File: config.mk
export PLATFORM = sky130hd
export DESIGN_NAME = pc_seq_flat
export DESIGN_NICKNAME = d
export VERILOG_FILES = /design/src/rtl/pc_seq_pkg.sv /design/src/rtl/pc_seq_if.sv /design/src/rtl/pc_redirect_sel.sv /design/src/rtl/pc_seq.sv /design/src/flat_wrapper.sv
export SDC_FILE = /design/constraint.sdc
export NUM_CORES = 1
export LEC_CHECK = 0
export BUFFER_PORTS_ARGS = -buffer_cell sky130_fd_sc_hd__clkbuf_2
export CAP_MARGIN = 0
export CORE_MARGIN = 2
export CORE_UTILIZATION = 40
export DETAILED_ROUTE_END_ITERATION = 8
export GPL_TIMING_DRIVEN = 1
export PLACE_DENSITY = 0.67
export SYNTH_ARGS = -nofsm -noshare
export SYNTH_HDL_FRONTEND = slang
export SYNTH_SLANG_ARGS = --single-unit
File: constraint.sdc
create_clock -name clk -period 6.3 [get_ports clk]
set_input_delay 0.945 -clock clk [delete_from_list [all_inputs] [get_ports clk]]
set_output_delay 0.945 -clock clk [all_outputs]
set_load 0.05 [all_outputs]
File: src/rtl/pc_seq_pkg.sv
// rtl/pc_seq_pkg.sv - shared state and redirect-priority constants for the PC sequencer
//
// Purpose: one place for the RUN/HALT state encoding and the rank of each
// buffered redirect source. A larger rank wins. Exceptions are never
// buffered, so they have no rank here.

package pc_seq_pkg;

    typedef logic [0:0] state_t;

    localparam state_t ST_RUN  = 1'b0;
    localparam state_t ST_HALT = 1'b1;

    typedef logic [1:0] pri_t;

    localparam pri_t PRI_NONE = 2'd0;
    localparam pri_t PRI_JMP  = 2'd1;
    localparam pri_t PRI_BR   = 2'd2;
    localparam pri_t PRI_ERET = 2'd3;

endpackage

File: src/rtl/pc_seq_if.sv
// rtl/pc_seq_if.sv - request/status bundle between a PC sequencer and its driver
//
// Purpose: groups the control requests, redirect targets and status outputs.
// Ports (slave view, i.e. the sequencer):
//   in : stall, halt_req, resume, exc_req, eret_req,
//        br_take, br_target[WIDTH], jmp_take, jmp_target[WIDTH]
//   out: pc[WIDTH], epc[WIDTH], halted, misalign, pend_valid

interface pc_seq_if #(
    parameter int WIDTH = 32
);

    logic             stall;
    logic             halt_req;
    logic             resume;
    logic             exc_req;
    logic             eret_req;
    logic             br_take;
    logic [WIDTH-1:0] br_target;
    logic             jmp_take;
    logic [WIDTH-1:0] jmp_target;
    logic [WIDTH-1:0] pc;
    logic [WIDTH-1:0] epc;
    logic             halted;
    logic             misalign;
    logic             pend_valid;

    modport master (
        output stall, halt_req, resume, exc_req, eret_req,
               br_take, br_target, jmp_take, jmp_target,
        input  pc, epc, halted, misalign, pend_valid
    );

    modport slave (
        input  stall, halt_req, resume, exc_req, eret_req,
               br_take, br_target, jmp_take, jmp_target,
        output pc, epc, halted, misalign, pend_valid
    );

endinterface

File: src/rtl/pc_redirect_sel.sv
// rtl/pc_redirect_sel.sv - combinational redirect priority and alignment filter
//
// Purpose: picks the highest-ranked non-exception redirect (eret > br > jmp)
// after discarding branch/jump targets whose low ALIGN_BITS bits are not zero.
// Ports:
//   in : eret_req, epc[WIDTH], br_take, br_target[WIDTH], jmp_take, jmp_target[WIDTH]
//   out: sel_valid, sel_pri (pri_t rank), sel_target[WIDTH],
//        bad_align (a taken br/jmp had a misaligned target)

module pc_redirect_sel
    import pc_seq_pkg::*;
#(
    parameter int WIDTH      = 32,
    parameter int ALIGN_BITS = 2
) (
    input  logic             eret_req,
    input  logic [WIDTH-1:0] epc,
    input  logic             br_take,
    input  logic [WIDTH-1:0] br_target,
    input  logic             jmp_take,
    input  logic [WIDTH-1:0] jmp_target,
    output logic             sel_valid,
    output pri_t             sel_pri,
    output logic [WIDTH-1:0] sel_target,
    output logic             bad_align
);

    localparam logic [WIDTH-1:0] ALIGN_MASK = WIDTH'((1 << ALIGN_BITS) - 1);

    logic br_ok;
    logic jmp_ok;

    assign br_ok     = br_take  && ((br_target  & ALIGN_MASK) == '0);
    assign jmp_ok    = jmp_take && ((jmp_target & ALIGN_MASK) == '0);
    assign bad_align = (br_take && !br_ok) || (jmp_take && !jmp_ok);

    // A rejected redirect simply drops out, so a lower-ranked aligned one
    // (or the sequential step) takes its place.
    always_comb begin
        sel_valid  = 1'b0;
        sel_pri    = PRI_NONE;
        sel_target = '0;
        if (eret_req) begin
            sel_valid  = 1'b1;
            sel_pri    = PRI_ERET;
            sel_target = epc;
        end else if (br_ok) begin
            sel_valid  = 1'b1;
            sel_pri    = PRI_BR;
            sel_target = br_target;
        end else if (jmp_ok) begin
            sel_valid  = 1'b1;
            sel_pri    = PRI_JMP;
            sel_target = jmp_target;
        end
    end

endmodule

File: src/rtl/pc_seq.sv
// rtl/pc_seq.sv - program counter sequencer with stall buffering, halt and exceptions
//
// Purpose: registered PC updated on the falling clock edge. Handles exception
// entry/return, branch/jump redirects, a one-entry pending redirect buffer
// used while stalled, and a RUN/HALT state machine.
// Ports:
//   clk  : clock, state changes on the falling edge
//   rst  : asynchronous active-high reset
//   bus  : pc_seq_if.slave (requests in; pc/epc/halted/misalign/pend_valid out)

module pc_seq
    import pc_seq_pkg::*;
#(
    parameter int               WIDTH        = 32,
    parameter logic [WIDTH-1:0] RESET_VECTOR = '0,
    parameter logic [WIDTH-1:0] EXC_VECTOR   = WIDTH'(32'h0000_0004),
    parameter int               STEP         = 4,
    parameter int               ALIGN_BITS   = 2
) (
    input  logic    clk,
    input  logic    rst,
    pc_seq_if.slave bus
);

    localparam logic [WIDTH-1:0] ALIGN_MASK = WIDTH'((1 << ALIGN_BITS) - 1);
    localparam logic [WIDTH-1:0] STEP_W     = WIDTH'(STEP);

    state_t           state;
    logic [WIDTH-1:0] pc_q;
    logic [WIDTH-1:0] epc_q;
    logic [WIDTH-1:0] pend_target;
    pri_t             pend_pri;
    logic             pend_valid_q;
    logic             misalign_q;

    logic             sel_valid;
    pri_t             sel_pri;
    logic [WIDTH-1:0] sel_target;
    logic             bad_align;

    pc_redirect_sel #(
        .WIDTH      (WIDTH),
        .ALIGN_BITS (ALIGN_BITS)
    ) u_sel (
        .eret_req   (bus.eret_req),
        .epc        (epc_q),
        .br_take    (bus.br_take),
        .br_target  (bus.br_target),
        .jmp_take   (bus.jmp_take),
        .jmp_target (bus.jmp_target),
        .sel_valid  (sel_valid),
        .sel_pri    (sel_pri),
        .sel_target (sel_target),
        .bad_align  (bad_align)
    );

    always_ff @(negedge clk or posedge rst) begin
        if (rst) begin
            state        <= ST_RUN;
            pc_q         <= RESET_VECTOR;
            epc_q        <= '0;
            pend_target  <= '0;
            pend_pri     <= PRI_NONE;
            pend_valid_q <= 1'b0;
            misalign_q   <= 1'b0;
        end else begin
            // Misaligned targets only matter where br/jmp are being looked at:
            // in RUN and not overridden by an exception.
            misalign_q <= (state == ST_RUN) && !bus.exc_req && bad_align;

            if (bus.exc_req) begin
                state        <= ST_RUN;
                pc_q         <= EXC_VECTOR;
                epc_q        <= pc_q & ~ALIGN_MASK;
                pend_valid_q <= 1'b0;
            end else if (state == ST_HALT) begin
                // Redirect inputs are ignored while halted; a pending entry
                // from before the halt is applied on resume unless stalled.
                if (bus.resume) begin
                    state <= ST_RUN;
                    if (pend_valid_q && !bus.stall) begin
                        pc_q         <= pend_target;
                        pend_valid_q <= 1'b0;
                    end
                end
            end else if (bus.halt_req) begin
                state <= ST_HALT;
            end else if (bus.stall) begin
                // Equal rank does not overwrite: the first request of a kind wins.
                if (sel_valid && (!pend_valid_q || (sel_pri > pend_pri))) begin
                    pend_target  <= sel_target;
                    pend_pri     <= sel_pri;
                    pend_valid_q <= 1'b1;
                end
            end else if (pend_valid_q) begin
                pc_q         <= (sel_valid && (sel_pri > pend_pri)) ? sel_target : pend_target;
                pend_valid_q <= 1'b0;
            end else begin
                pc_q <= sel_valid ? sel_target : pc_q + STEP_W;
            end
        end
    end

    assign bus.pc         = pc_q;
    assign bus.epc        = epc_q;
    assign bus.halted     = (state == ST_HALT);
    assign bus.misalign   = misalign_q;
    assign bus.pend_valid = pend_valid_q;

endmodule

File: src/flat_wrapper.sv
// flat-port wrapper written by rule: the top's interface ports become plain ports
module pc_seq_flat import pc_seq_pkg::*;
#(
    parameter int               WIDTH        = 32,
    parameter logic [WIDTH-1:0] RESET_VECTOR = '0,
    parameter logic [WIDTH-1:0] EXC_VECTOR   = WIDTH'(32'h0000_0004),
    parameter int               STEP         = 4,
    parameter int               ALIGN_BITS   = 2
)
  (clk, rst, bus_stall, bus_halt_req, bus_resume, bus_exc_req, bus_eret_req, bus_br_take, bus_br_target, bus_jmp_take, bus_jmp_target, bus_pc, bus_epc, bus_halted, bus_misalign, bus_pend_valid);
  pc_seq_if #(.WIDTH(WIDTH)) bus_i ();
  input  logic clk;
  input  logic rst;
  input wire logic [$bits(bus_i.stall)-1:0] bus_stall;
  input wire logic [$bits(bus_i.halt_req)-1:0] bus_halt_req;
  input wire logic [$bits(bus_i.resume)-1:0] bus_resume;
  input wire logic [$bits(bus_i.exc_req)-1:0] bus_exc_req;
  input wire logic [$bits(bus_i.eret_req)-1:0] bus_eret_req;
  input wire logic [$bits(bus_i.br_take)-1:0] bus_br_take;
  input wire logic [$bits(bus_i.br_target)-1:0] bus_br_target;
  input wire logic [$bits(bus_i.jmp_take)-1:0] bus_jmp_take;
  input wire logic [$bits(bus_i.jmp_target)-1:0] bus_jmp_target;
  output wire logic [$bits(bus_i.pc)-1:0] bus_pc;
  output wire logic [$bits(bus_i.epc)-1:0] bus_epc;
  output wire logic [$bits(bus_i.halted)-1:0] bus_halted;
  output wire logic [$bits(bus_i.misalign)-1:0] bus_misalign;
  output wire logic [$bits(bus_i.pend_valid)-1:0] bus_pend_valid;
  assign bus_i.stall = bus_stall;
  assign bus_i.halt_req = bus_halt_req;
  assign bus_i.resume = bus_resume;
  assign bus_i.exc_req = bus_exc_req;
  assign bus_i.eret_req = bus_eret_req;
  assign bus_i.br_take = bus_br_take;
  assign bus_i.br_target = bus_br_target;
  assign bus_i.jmp_take = bus_jmp_take;
  assign bus_i.jmp_target = bus_jmp_target;
  assign bus_pc = bus_i.pc;
  assign bus_epc = bus_i.epc;
  assign bus_halted = bus_i.halted;
  assign bus_misalign = bus_i.misalign;
  assign bus_pend_valid = bus_i.pend_valid;
  pc_seq #(.WIDTH(WIDTH), .RESET_VECTOR(RESET_VECTOR), .EXC_VECTOR(EXC_VECTOR), .STEP(STEP), .ALIGN_BITS(ALIGN_BITS)) u_core (.clk(clk), .rst(rst), .bus(bus_i));
endmodule
==> summary.txt, run 1 <==
status = completed
DRT iter0 DRCs = 683
Unique masters post-synth = 68
Worst Path Buf+Inv = 1
Synth Register Bits = 99
maximum clock path buffer count = 2
row cnt = 44
mean post-synth cell area = 9.49 um^2
sequential area share after synthesis = 41.4%
clk_lat worst skew = 360 ps
Die Ht = 126 um
clock sinks = 99
post-synth top area cell = dfrtn_1
final setup fails = 0
Gate Count Post-Synth = 630
Slew headroom = 35.0%
CTS tree = yes
final routed DRC violation total = 0
worst-margin pin slew = 967 ps
initial core utilization = 41.0%
crit path DAT = 3180 ps
first-pass GRT wire length = 32600 um
maximum VDD drop = 0.171 mV
drt pass-1 iters = 5
post-synth top area share = 41.4%
core area = 14600 um^2
R2R Setup Slk = 3830 ps
cts hold-fix bufs = 0
WL final = 20700 um
fin nets = 855
Power Density = 255 nW/um^2
mapped cell area = 5980 um^2
Worst EP required = 3350 ps
Pwr Total = 1.89 mW
clk_skew = 3.80 ps
final core utilization = 50.8%
Die Area = 15900 um^2
GRT overflow = 0
P&R area growth vs syn = 24.0%
Final ANT Viol Nets = 0
Worst Setup Path Type = input pin to flip-flop
CTS resizes = 0
Final Hold Vio Count = 0
CP peak stage delay = 490 ps
H-tree depth = 3
largest net degree at the start of global routing = 100
Startpoint Class = input pin
Post-synth EDFFs = 0
max_cap viols = 0
antenna violations before repair = 0
HP Class = flip-flop to flip-flop
All-Layer GR Usage = 26.0%
Worst Setup End Kind = flip-flop
Slew Viols, Final = 0
Warnings, synthesis = 0
CTS buffer count = 9
Critical Path, Cell by Cell = clkbuf_2 > or3b_2 > nor2_2 > nor2_1 > ha_1 > and3_4 > a21o_4 > nor2_4 > a221oi_1 > a221o_1
Top Ports = 140
layout cells sized above 1 = 33.1%
Diodes inserted = 0
DR WL/cell = 21.4 um
ys flop type = dfrtn_1
Die X = 126 um
vias in the first global route = 5943
RePlAce Congestion = 0.880
DR vias = 6084
Root Buffer = clkbuf_16
Via density = 6.29
CP Max Fanout = 10
synth top area cells = dfrtn_1 41%, mux2_2 5.8%, o21ai_0 4.4%, nand2_1 2.6%, nand3_1 2.1%
kind of cell adding the most delay to the critical path = simple AND/OR/NAND/NOR gates
Leak Pwr = 3.43 nW
port bufs = 137
ys async rst share = 100%
DP HPWL = 14900 um
Crit-path slowest cell = or3b_2
setup bufs post-CTS = 0
clock transition at the registers of the reported paths = 50 ps
RSZ-0062 raised after global routing = no
cell usage in the layout, fill, tap and decap left out, types with 6 or more instances in the layout:
master	count
dfrtn_1	99
o31a_1	6
nor2_1	18
a21oi_1	18
a22oi_1	14
nor3_1	15
nor4_1	7
a221oi_1	8
o21ai_0	52
nand3_1	25
a22o_1	10
clkbuf_16	9
a211oi_1	7
nand2b_1	8
o31ai_1	11
and3_1	12
o221ai_1	10
buf_4	48
nand2_1	42
inv_1	19
and2_1	9
a31oi_1	8
nand4_1	12
mux2_2	31
o22ai_1	8
clkbuf_2	137
nor4bb_1	9
a21o_1	9
a221o_1	9
sequential cells by signal, summed over array words and instances (netlist names):
register and flops:
u_core.bus.epc 30, u_core.bus.halted 1, u_core.bus.misalign 1, u_core.bus.pc 32, u_core.bus.pend_valid 1, u_core.pend_pri 2, u_core.pend_target 32
through the flow:
step                      std cells  TNS, ps  hold WS, ps  cell area [um^2]  worst slack, ps
after floorplan                 631        0          410              6040            0.785
after global placement          952    -1640          422              7160             -114
after CTS                       967        0          445              7420              186
after detailed placement        952    -4040          446              7160             -182
final                           967        0          445              7420              168
after global routing            967        0          470              7420             37.2
logic make-up after synthesis:
family	share of synthesized area, %
flops	41.4
compound gates	26.6
xor+xnor	1.17
other cells	0.0627
mux	5.84
fa+ha+maj	0.628
simple gates	19.0
buf+inv	5.21
power by group:
part           internal (mW)  switching (mW)
combinational          0.204           0.347
clock                  0.275           0.243
sequential             0.728          0.0912
total                   1.21           0.682
cell type report:
| class | instances | area (um^2) |
|---|---|---|
| flip-flops and latches | 99 | 2480 |
| repair buffers | 188 | 1110 |
| well taps | 184 | 230 |
| multi-input cells | 460 | 3260 |
| fillers | 1364 | 7170 |
| clock inverters | 3 | 15.0 |
| clock buffers | 12 | 246 |
| inverters | 21 | 82.6 |
per-layer routing:
| layer | global-route usage, % | up-vias | wire length, um |
|---|---|---|---|
| met4 | 9.57 | 0 | 531 |
| met1 | 36.6 | 2991 | 8830 |
| met2 | 40.8 | 309 | 9450 |
| met3 | 4.12 | 41 | 1920 |
| met5 | 0 | - | 0 |
| li1 | - | 2743 | - |
worst paths after layout:
| check | start | to | cells after the start |
|---|---|---|---|
| setup / recovery | bus_jmp_target[0] | u_core.bus.pc[19]$_DFFE_NP0P_ | 10 |
| hold / removal | u_core.pend_target[31]$_DFFE_NP0P_ | u_core.pend_target[31]$_DFFE_NP0P_ | 2 |
| setup reg to reg | u_core.bus.pc[9]$_DFFE_NP0P_ | u_core.bus.pc[27]$_DFFE_NP0P_ | 5 |
| hold reg to reg | u_core.pend_target[31]$_DFFE_NP0P_ | u_core.pend_target[31]$_DFFE_NP0P_ | 2 |
| max in group asynchronous | rst | u_core.bus.pc[30]$_DFFE_NP0P_ | 3 |
| min in group asynchronous | rst | u_core.bus.epc[24]$_DFFE_NP0P_ | 3 |
tightest hold or removal path: cells and delay by family (launching register included):
family          cells  cell delay (ps)
simple gates        1               50
compound gates      1               60
flops               1              420
synth_stat cells, drive strengths merged (10+ instances only):
cell type,instances
a211oi,10
o21ai,52
nand4,13
and3,13
a21o,10
nand3,28
a22o,10
inv,20
nor2,20
buf,24
a21oi,19
clkbuf,27
mux2,31
nor3,16
dfrtn,99
o221ai,10
o31ai,12
a22oi,14
nand2,42
(Power assumes the default switching activity.)
==> inputs of run 2 (changes only) <==
==> constraint.sdc (replaced) <==
create_clock -name clk -period 5.7 [get_ports clk]
set_input_delay 0.855 -clock clk [delete_from_list [all_inputs] [get_ports clk]]
set_output_delay 0.855 -clock clk [all_outputs]
set_load 0.1 [all_outputs]
==> run 2 against run 1 <==
First-iteration DRC count is 33% lower. Global-route usage decreased by 0.58 points. Cell area is 2.9% higher. Combinational power increased by 38%. Critical path depth increased by 1. Cell count up 0.83%. Clock skew grew 3.2 ps. Largest cell class unchanged.
==> summary.txt, run 2 (synthesized netlist as in run 1, its figures left out) <==
Power Density = 304 nW/um^2
Worst Setup End Kind = flip-flop
HP Class = flip-flop to flip-flop
maximum VDD drop = 0.134 mV
clk_lat worst skew = 360 ps
status = completed
RePlAce Congestion = 0.854
multi-input logic area = 3320 um^2
initial core utilization = 41.0%
CP Max Fanout = 7
CTS tree = yes
Final ANT Viol Nets = 0
Slew Viols, Final = 0
Hold Startpoint = u_core.pend_pri[0]$_DFFE_NP0P_
row cnt = 44
Leak Pwr = 3.50 nW
WL final = 20300 um
Die X = 126 um
reg2reg end = u_core.bus.pc[27]$_DFFE_NP0P_
max_cap viols = 0
Die Ht = 126 um
layout cells sized above 1 = 34.8%
most common cell after layout, fill and taps aside = clkbuf_2
first-pass GRT wire length = 32000 um
Fill cells = 1342
Startpoint Class = input pin
DRT iter0 DRCs = 461
final setup fails = 0
vias in the first global route = 5903
Die Area = 15900 um^2
worst r2r src = u_core.bus.pc[9]$_DFFE_NP0P_
Diodes inserted = 0
final routed DRC violation total = 0
Worst R2R Path Depth = 5
P&R area growth vs syn = 27.6%
port bufs = 137
Worst EP required = 3240 ps
R2R Setup Slk = 3260 ps
DR WL/cell = 20.8 um
antenna violations before repair = 0
H-tree depth = 3
final core utilization = 52.3%
maximum clock path buffer count = 2
Root Buffer = clkbuf_16
cell area after placement = 7290 um^2
most frequent cells in the layout = 137 x clkbuf_2, 99 x dfrtn_1, 52 x o21ai_0
Hold EP = u_core.pend_pri[0]$_DFFE_NP0P_
largest net degree at the start of global routing = 100
Layout Cells excl Fill = 975
crit path DAT = 3210 ps
drt pass-1 iters = 5
Min-Delay Path Depth = 2
worst-margin pin slew = 943 ps
fin nets = 862
Cells after DPL = 957
register area = 2480 um^2
clk_skew = 6.95 ps
clock transition at the registers of the reported paths = 50 ps
Via density = 6.10
DP HPWL = 14400 um
Top Ports = 140
Slew headroom = 36.7%
hold_ws = 437 ps
CTS buffer count = 9
Final Hold Vio Count = 0
fin area = 7630 um^2
All-Layer GR Usage = 25.4%
RSZ-0062 raised after global routing = yes
clock sinks = 99
GRT overflow = 0
DR vias = 5952
core area = 14600 um^2
Worst Setup Path Type = input pin to flip-flop
==> run 2: cell count changes in the layout (fill, tap and decap cells not counted), moves of 2 or more <==
cell / before / now
o221ai_1: 10 / 8
nand2_1: 42 / 39
o221ai_2: 0 / 2
bufinv_16: 0 / 2
buf_4: 48 / 51
buf_12: 3 / 7
nand2_2: 0 / 2
==> run 2: worst max-delay path: stages <==
cell	delay [ps]
clkbuf_2	120
or3b_4	430
nor2_4	100
nor2_2	40
ha_1	290
and3_4	180
a21oi_2	250
nand2_2	140
buf_4	210
a2111oi_1	400
or3_1	190
==> run 2: area by class of cell <==
cell class	count	area share [%]
well taps	184	3.02
flip-flops and latches	99	32.5
repair buffers	195	15.8
clock buffers	11	3.05
inverters	21	1.08
multi-input cells	460	43.5
clock inverters	5	1.02
==> run 2: stage by stage <==
step           setup TNS (ps)  total power [mW]  setup WS (ps)
2_1_floorplan            -978              1.43          -91.6
3_3_place_gp            -7590              1.64           -215
3_5_place_dp           -11960              1.66           -320
4_1_cts                     0              2.32           47.4
5_1_grt                 -33.1              2.42          -14.3
6_report                    0              2.32           31.5
==> run 2: power breakdown <==
part / internal, mW / switching (mW)
registers: 0.805 / 0.0938
logic: 0.232 / 0.530
clock network: 0.384 / 0.276
total: 1.42 / 0.900
==> run 2: worst max path at each step <==
stage | slack [ps] | endpoint | startpoint | depth (start not counted)
global route | -10 | u_core.bus.pc[13]$_DFFE_NP0P_ | bus_jmp_target[1] | 11
detailed placement | -320 | u_core.bus.pc[13]$_DFFE_NP0P_ | bus_jmp_target[1] | 11
CTS | 50 | u_core.bus.pc[13]$_DFFE_NP0P_ | bus_jmp_target[1] | 11
finish | 30 | u_core.bus.pc[13]$_DFFE_NP0P_ | bus_jmp_target[1] | 11
floorplan | -90 | u_core.pend_target[13]$_DFFE_NP0P_ | bus_br_target[0] | 11
global placement | -220 | u_core.bus.pc[25]$_DFFE_NP0P_ | bus_jmp_target[1] | 11
==> run 2: repair_timing <==
item	in CTS	in global routing
endpoints found under the setup margin	0	4
hold buffers	0	0
gates resized for setup	0	3
buffers inserted	0	2
==> run 2: per-layer routing <==
metal | share of wire (%) | GRT usage [%] | vias to the layer above
li1 | - | - | 2753
met1 | 45 | 35.3 | 2917
met2 | 47 | 40.4 | 252
met3 | 6.3 | 4.12 | 30
met4 | 1.9 | 9.11 | 0
met5 | 0 | 0 | -
==> inputs of run 3 (changes only) <==
--- a/config.mk
+++ b/config.mk
@@ -14,4 +14,5 @@
 export PLACE_DENSITY = 0.67
 export SYNTH_ARGS = -nofsm -noshare
 export SYNTH_HDL_FRONTEND = slang
+export SYNTH_HIERARCHICAL = 1
 export SYNTH_SLANG_ARGS = --single-unit
==> run 3 against run 2 <==
The run now ends with setup timing left. Synthesized area up 5.9%. Critical path depth increased by 2. Non-clock buffer count is 26 higher. Core utilization rose by 2.6 points. Worst hold slack improved by 22 ps. Combinational power grew 85%. Flip-flop and latch count stayed put. Largest power group is now combinational logic. Power grew 35%. Critical endpoint is now u_core/pend_target[10]$_DFFE_NP0P_.
==> summary.txt, run 3 <==
CP Max Fanout = 6
DR vias = 6285
Critical Path, Cell by Cell = buf_6 > or3b_4 > nand3_4 > nand2b_4 > inv_4 > ha_4 > and3_4 > a211o_4 > nor4b_4 > buf_6 > buf_12 > buf_12 > mux2_4
WL final = 20800 um
Gate Count Post-Synth = 660
Diodes inserted = 0
ys flop type = dfrtn_1
met2 GRT Util = 40.2%
cts hold-fix bufs = 0
Synth Register Bits = 99
mean post-synth cell area = 9.59 um^2
RSZ-0062 raised after global routing = yes
Slew headroom = 37.1%
drt pass-1 iters = 5
row cnt = 45
max_cap viols = 0
synth top area cells = dfrtn_1 39%, mux2_2 5.5%, mux2_1 4.6%, a22oi_1 4.1%, o21ai_2 4.1%
Unique masters post-synth = 73
multi-input logic area = 3800 um^2
Cells after DPL = 1027
initial core utilization = 41.3%
final core utilization = 54.9%
Layout Cells excl Fill = 1056
Power Density = 373 nW/um^2
Worst EP required = 3050 ps
DR WL/cell = 19.7 um
port bufs = 137
most frequent cells in the layout = 136 x clkbuf_2, 99 x dfrtn_1, 69 x buf_4
final setup fails = 31
Post-synth EDFFs = 0
busiest grt layer = met2
clk_lat worst skew = 360 ps
Die Area = 16900 um^2
largest net degree at the start of global routing = 43
post-synth top area cell = dfrtn_1
Final ANT Viol Nets = 0
cell with the most instances after synthesis = dfrtn_1
commonest cells in the netlist = 99 x dfrtn_1, 44 x nand2_1, 40 x a21oi_1, 37 x nand2b_1, 35 x a22oi_1
clk_skew = 6.59 ps
HP Class = flip-flop to flip-flop
antenna violations before repair = 0
CP peak stage delay = 420 ps
vias in the first global route = 5926
clock transition at the registers of the reported paths = 50 ps
ys async rst share = 100%
violated checks = setup timing
core area = 15300 um^2
CTS buffer count = 9
most common cell after layout, fill and taps aside = clkbuf_2
clock sinks = 99
DRT iter0 DRCs = 559
mapped cell area = 6330 um^2
kind of cell adding the most delay to the critical path = simple AND/OR/NAND/NOR gates
register area = 2480 um^2
Die X = 130 um
first-pass GRT wire length = 32300 um
met1 Track Usage GR = 33.9%
Warnings, synthesis = 6
final routed DRC violation total = 0
Top Ports = 140
P&R area growth vs syn = 32.7%
crit path DAT = 3260 ps
Root Buffer = clkbuf_16
status = complete, but fails checks
Die Ht = 130 um
PnR worst setup slack = -213 ps
maximum VDD drop = 0.203 mV
Worst Setup End Kind = flip-flop
Worst Path Buf+Inv = 5
Leak Pwr = 3.70 nW
worst-margin pin slew = 936 ps
Worst Setup Path Type = input pin to flip-flop
H-tree depth = 3
GRT overflow = 0
post-synth top area share = 39.1%
fin nets = 917
sequential area share after synthesis = 39.1%
GR Util met3 = 5.13%
Via density = 5.95
All-Layer GR Usage = 24.7%
Final Hold Vio Count = 0
Fill cells = 1411
maximum clock path buffer count = 2
CTS tree = yes
Startpoint Class = input pin
layout cells sized above 1 = 42.0%
Crit-path slowest cell = or3b_4
DP HPWL = 14500 um
Slew Viols, Final = 0
RePlAce Congestion = 0.872
run 3: changes by cell type after synthesis, sizes merged, moves of 8 or more:
cell    before  now
a21oi       19   40
o31ai       12    2
nand3       28   15
a21o        10    2
nand2b       8   37
and3        13    2
a22oi       14   35
nor4bb       9    1
mux2        31   57
a22o        10    1
run 3: worst register-to-register path, delay by kind of cell, from the launching register on:
family	cells	cell delay [ps]
simple gates	3	1400
flops	1	550
compound gates	2	330
fa+ha+maj	1	290
run 3: cells by family (layout without fill, tap and decap cells):
| kind of cell | Yosys count | in the layout | share of synthesized area (%) |
|---|---|---|---|
| xor gates and xnor gates | 4 | 4 | 0.553 |
| AOI/OAI and AO/OA | 226 | 226 | 25.9 |
| adders and majority gates | 3 | 3 | 0.593 |
| and+or+nand+nor | 197 | 197 | 17.8 |
| other | 1 | 4 | 0.0592 |
| muxes | 59 | 59 | 10.5 |
| DFF | 99 | 99 | 39.1 |
| buffers and inverters | 71 | 253 | 5.45 |
run 3: metrics by stage:
stage	cell area [um^2]	hold WS (ps)	setup slack [ps]	power, mW	setup TNS (ps)
floorplan	6450	409	-387	2.00	-11900
global placement	7680	422	-480	2.32	-20300
detailed placement	7680	432	-556	2.34	-23510
CTS	8220	432	-162	3.07	-3540
global route	8410	483	-246	3.27	-5730
finish	8410	459	-213	3.14	-4580
run 3: final timing paths:
| kind | startpoint | to | slack, ps | depth (start not counted) |
|---|---|---|---|---|
| max reg2reg | u_core/bus.pc[2]$_DFFE_NP0P_ | u_core/bus.pc[22]$_DFFE_NP0P_ | 2960 | 6 |
| min reg2reg | u_core/pend_target[29]$_DFFE_NP0P_ | u_core/pend_target[29]$_DFFE_NP0P_ | 460 | 1 |
| max | bus_br_target[0] | u_core/pend_target[10]$_DFFE_NP0P_ | -210 | 13 |
| min in group asynchronous | rst | u_core/bus.pc[12]$_DFFE_NP0P_ | 3300 | 2 |
| max in group asynchronous | rst | u_core/pend_pri[0]$_DFFE_NP0P_ | 1770 | 3 |
| min | u_core/pend_target[29]$_DFFE_NP0P_ | u_core/pend_target[29]$_DFFE_NP0P_ | 460 | 1 |
run 3: timing repair:
| action | CTS | global route |
|---|---|---|
| gates cloned | 2 | 1 |
| endpoints found under the setup margin | 30 | 41 |
| pin swaps | 3 | 4 |
| setup buffers | 6 | 6 |
| resized for setup | 18 | 42 |
run 3: cell type report:
| class | instances | share of cell area [%] |
|---|---|---|
| inverters | 17 | 0.834 |
| clock inverters | 4 | 1.18 |
| well taps | 211 | 3.14 |
| multi-input cells | 493 | 45.2 |
| repair buffers | 221 | 17.4 |
| flip-flops and latches | 99 | 29.5 |
| clock buffers | 11 | 2.77 |
run 3: metal layers:
| layer | vias up | part of all wire [%] | routed length, um |
|---|---|---|---|
| li1 | 2893 | - | - |
| met1 | 3063 | 45 | 9290 |
| met2 | 292 | 47 | 9730 |
| met3 | 37 | 6.8 | 1420 |
| met4 | 0 | 2.0 | 419 |
| met5 | - | 0 | 0 |
run 3: power breakdown:
part           total [mW]  leakage [nW]  internal [mW]  switching, mW
clock network       0.703         0.160          0.429          0.274
logic                1.41          2.26          0.432          0.978
registers            1.02          1.28          0.862          0.160
